File: src/rtl/proc_pkg.sv
// rtl/proc_pkg.sv - shared datapath types and constants for pipeline stages
package proc_pkg;

  // Occupancy of the two-entry skid buffer
  typedef enum logic [1:0] {
    EMPTY = 2'd0,
    ONE   = 2'd1,
    TWO   = 2'd2
  } skid_state_t;

  // Every datapath register clears to all-zero bits
  localparam bit RESET_BIT = 1'b0;

endpackage

File: src/rtl/flopr_en.sv
// rtl/flopr_en.sv - N-bit register with enable and synchronous active-high reset
import proc_pkg::*;

module flopr_en #(
  parameter int N = 64
) (
  input  logic         clk,
  input  logic         reset,
  input  logic         en,
  input  logic [N-1:0] d,
  output logic [N-1:0] q
);

  // Reset wins over enable; otherwise load d only when enabled
  always_ff @(posedge clk) begin
    if (reset)
      q <= {N{RESET_BIT}};
    else if (en)
      q <= d;
  end

endmodule

File: src/rtl/flopr_skid.sv
// rtl/flopr_skid.sv - two-entry skid buffer pipeline register with valid/ready handshake
import proc_pkg::*;

module flopr_skid #(
  parameter int N = 64
) (
  input  logic         clk,
  input  logic         reset,
  input  logic         in_valid,
  output logic         in_ready,
  input  logic [N-1:0] d,
  output logic         out_valid,
  input  logic         out_ready,
  output logic [N-1:0] q
);

  skid_state_t state, state_next;

  logic         accept;
  logic         fire;
  logic         main_en;
  logic         main_sel_skid;
  logic         skid_en;
  logic [N-1:0] main_d;
  logic [N-1:0] main_q;
  logic [N-1:0] skid_q;

  // Outputs come from registered state only, so ready/valid never chain combinationally
  assign in_ready  = (state != TWO);
  assign out_valid = (state != EMPTY);
  assign q         = main_q;

  assign accept = in_valid & in_ready;
  assign fire   = out_valid & out_ready;

  // Main refills from the skid entry when draining out of TWO, else from upstream
  assign main_d = main_sel_skid ? skid_q : d;

  // State register; reset discards any held words
  always_ff @(posedge clk) begin
    if (reset)
      state <= EMPTY;
    else
      state <= state_next;
  end

  // Next-state and register load enables
  always_comb begin
    state_next    = state;
    main_en       = 1'b0;
    main_sel_skid = 1'b0;
    skid_en       = 1'b0;
    case (state)
      EMPTY: begin
        if (accept) begin
          main_en    = 1'b1;
          state_next = ONE;
        end
      end
      ONE: begin
        if (accept && fire) begin
          main_en = 1'b1;
        end else if (accept) begin
          skid_en    = 1'b1;
          state_next = TWO;
        end else if (fire) begin
          // main keeps its stale word; out_valid hides it
          state_next = EMPTY;
        end
      end
      TWO: begin
        if (fire) begin
          main_en       = 1'b1;
          main_sel_skid = 1'b1;
          state_next    = ONE;
        end
      end
      default: begin
        state_next = EMPTY;
      end
    endcase
  end

  flopr_en #(.N(N)) u_main (
    .clk   (clk),
    .reset (reset),
    .en    (main_en),
    .d     (main_d),
    .q     (main_q)
  );

  flopr_en #(.N(N)) u_skid (
    .clk   (clk),
    .reset (reset),
    .en    (skid_en),
    .d     (d),
    .q     (skid_q)
  );

endmodule

File: config.mk
export PLATFORM = sky130hd
export DESIGN_NAME = flopr_skid
export DESIGN_NICKNAME = d
export VERILOG_FILES = /design/src/rtl/proc_pkg.sv /design/src/rtl/flopr_en.sv /design/src/rtl/flopr_skid.sv
export SDC_FILE = /design/constraint.sdc
export NUM_CORES = 1
export LEC_CHECK = 0
export CORE_MARGIN = 2
export CORE_UTILIZATION = 40
export CTS_BUF_LIST = sky130_fd_sc_hd__clkbuf_4 sky130_fd_sc_hd__clkbuf_8
export DETAILED_ROUTE_END_ITERATION = 8
export GPL_ROUTABILITY_DRIVEN = 0
export GPL_TIMING_DRIVEN = 0
export HOLD_SLACK_MARGIN = 0.03
export PLACE_DENSITY_LB_ADDON = 0.12
export REMOVE_ABC_BUFFERS = 1
export SYNTH_ARGS = -nofsm -noshare
export SYNTH_HDL_FRONTEND = slang
export SYNTH_HIERARCHICAL = 1
export SYNTH_SLANG_ARGS = --single-unit
File: constraint.sdc
create_clock -name clk -period 5.3 [get_ports clk]
set_clock_uncertainty 0.1 [all_clocks]
set_input_delay 0.53 -clock clk [delete_from_list [all_inputs] [get_ports clk]]
set_output_delay 0.53 -clock clk [all_outputs]
set_load 0.05 [all_outputs]
==> run_results.csv <==
group,metric,value,unit
outcome,status,"completed",
yosys,yosysTopAreaCell,"dfxtp_1",
timing,final-max-slew-violation-count,0,
yosys,synth_cell_type_count,21,
hold_path,holdCritPathClass,"reg -> reg",
power,finalPower,2.279,mW
yosys,synthCells,498,
placement,dpl-instance-area,7038,µm²
timing,finalSetupTns,0,ns
route,drt_first_pass_iters,4,
final_layout,area_delta_synth_final,31.91,%
timing,period_needed,2.732,ns
die,fp.dieArea,15040,µm²
final_layout,drive_above_1_share,17.03,%
placement,dp_slack,2.132,ns
global_routing,grt_max_degree,68,
timing,worst_pin_slew,0.8119,ns
yosys,yosysSeqAreaShare,46.22,%
route,routed_wl,11860,µm
placement,hpwlAfterDp,7811,µm
cts,cts_resized,0,
final_layout,final_nets,689,
yosys,synthArstFlopShare,0,%
yosys,synth_ff_type,"dfxtp_1",
route,num_vias,3853,
cts,cts_num_sinks,130,
timing,whs,0.3909,ns
yosys,yosysTopAreaCellShare,46.22,%
route,drt_drc_violations_left,0,
final_layout,stdcell_area,7427,µm²
critical_path,start_kind,"input pin",
yosys,synth_area_leaders,"dfxtp_1 46%, mux2i_1 23%, mux2_4 10%",
timing,fin_crit_sh,51.55,%
timing,max_freq,366.0,MHz
cts,postCtsSetupBuffers,0,
run,cap_viol_max_count,0,
cts,cts_root_buf,"clkbuf_8",
route,drtAntennaViolNets,0,
critical_path,critical_path_class,"in -> reg",
yosys,synth_edf_count,0,
die,initial_core_util,40.72,%
yosys,yosysMostFrequentCell,"dfxtp_1",
route,wl_per_cell,14.57,µm
cts,clk_pin_slew,0.07,ns
cts,cts_max_path_buffers,2,
die,die_w,122.6,µm
power,p_per_area,306.9,nW/µm²
final_layout,n_antenna_cell,0,
cts,cts_hold_buf,0,
global_routing,grt_pass1_vias,3778,
route,wl_met3,882,µm
global_routing,antenna_found_initial,0,
route,viasPerCell,4.733,
timing,setup_viol,0,
critical_path,cp-end-kind,"flip-flop",
route,route.met2.wl,5700,µm
placement,portBuffers,133,
global_routing,grt_pass1_wl,18350,µm
timing,rsz0062_at_grt,"no",
die,row_count,43,
global_routing,track_usage,15.88,%
route,highest_layer,"met4",
cts,cts_tree,"yes",
critical_path,required,5.49,ns
cts,cts_made_buffers,17,
power,p_leak,3.034,nW
yosys,synth-seq-cells,130,
timing,hold_violations,0,
route,wl_met1,5056,µm
timing,setup_slack,2.568,ns
die,ioPinCount,134,
power,vdd_drop_max,0.1686,mV
die,die_h,122.6,µm
yosys,avgSynthCellArea,11.31,µm²
yosys,yosys_warnings,6,
cts,cts_max_level,4,
die,core-area,13830,µm²
critical_path,arrival,2.93,ns
placement,dpl.cell_count,782,
final_layout,post-route-util,53.71,%
route,drt_iter0_markers,181,
yosys,ys_top_cells_by_count,"130 x dfxtp_1, 128 x mux2i_1, 128 x nor2_1, 38 x mux2_4, 26 x mux2_2",
cts,clk_latency,0.44,ns
final_layout,layoutNonFillerInstCount,814,
global_routing,gr-total-overflow,0,
critical_path,worstPathMaxFanout,42,
yosys,mappedNetlistArea,5630,µm²
timing,slew_headroom,45.76,%
kinds of logic after synthesis:
logic type             count (synthesis)  share of synthesized area (%)
AO/OA/AOI/OAI                          2                         0.2000
buffers and inverters                 36                          5.822
flip-flops                           130                          46.22
multiplexers                         192                          38.09
AND/OR/NAND/NOR                      138                          9.667
layout make-up:
type	instances	area, µm²
well taps	180	225.2
inverters	1	3.754
clock buffers	23	310.3
repair buffers	139	1486
fillers	1213	6400
flip-flops and latches	130	2603
clock inverters	9	78.83
multi-input cells	332	2720
power by group:
part	internal (mW)	total (mW)	switching [mW]
sequential	1.02	1.05	0.0233
combinational	0.192	0.425	0.233
clock	0.435	0.809	0.374
total	1.65	2.28	0.630
placed cells by master (no fill, tap or decap), types with 2 or more instances in the layout:
master and count:
mux2i_1 128, nor2b_4 2, mux2_2 26, nand2_4 2, clkbuf_8 22, buf_16 5, dfxtp_1 130, clkinvlp_4 2
clkdlybuf4s50_1 132, nor2_1 128, mux2_4 38, clkinv_2 5
routing by layer:
layer,track usage [%],vias to the layer above
li1,-,1928
met2,26.25,86
met5,0,-
met4,7.112,0
met3,6.599,17
met1,17.88,1822
sequential cells by signal, indices dropped and copies added, names as in the netlist:
signal / count
u_main/q: 64
u_skid/q: 64
state: 2
worst paths after layout:
path	from	end	slack, ns	cells past startpoint
worst max register to register	state[1]	u_main/q[36]	2.62	7
worst min register to register	u_skid/q[5]	u_skid/q[5]	0.39	2
worst min-delay path	u_skid/q[5]	u_skid/q[5]	0.39	2
worst max-delay path	out_ready	u_main/q[36]	2.57	7
critical path: stages:
cell,delay [ns]
clkdlybuf4s50_1,0.54
nand2_4,0.36
buf_16,0.36
nand2_4,0.40
buf_16,0.35
mux2i_1,0.25
nor2_1,0.06
(Power assumes the default switching activity.)
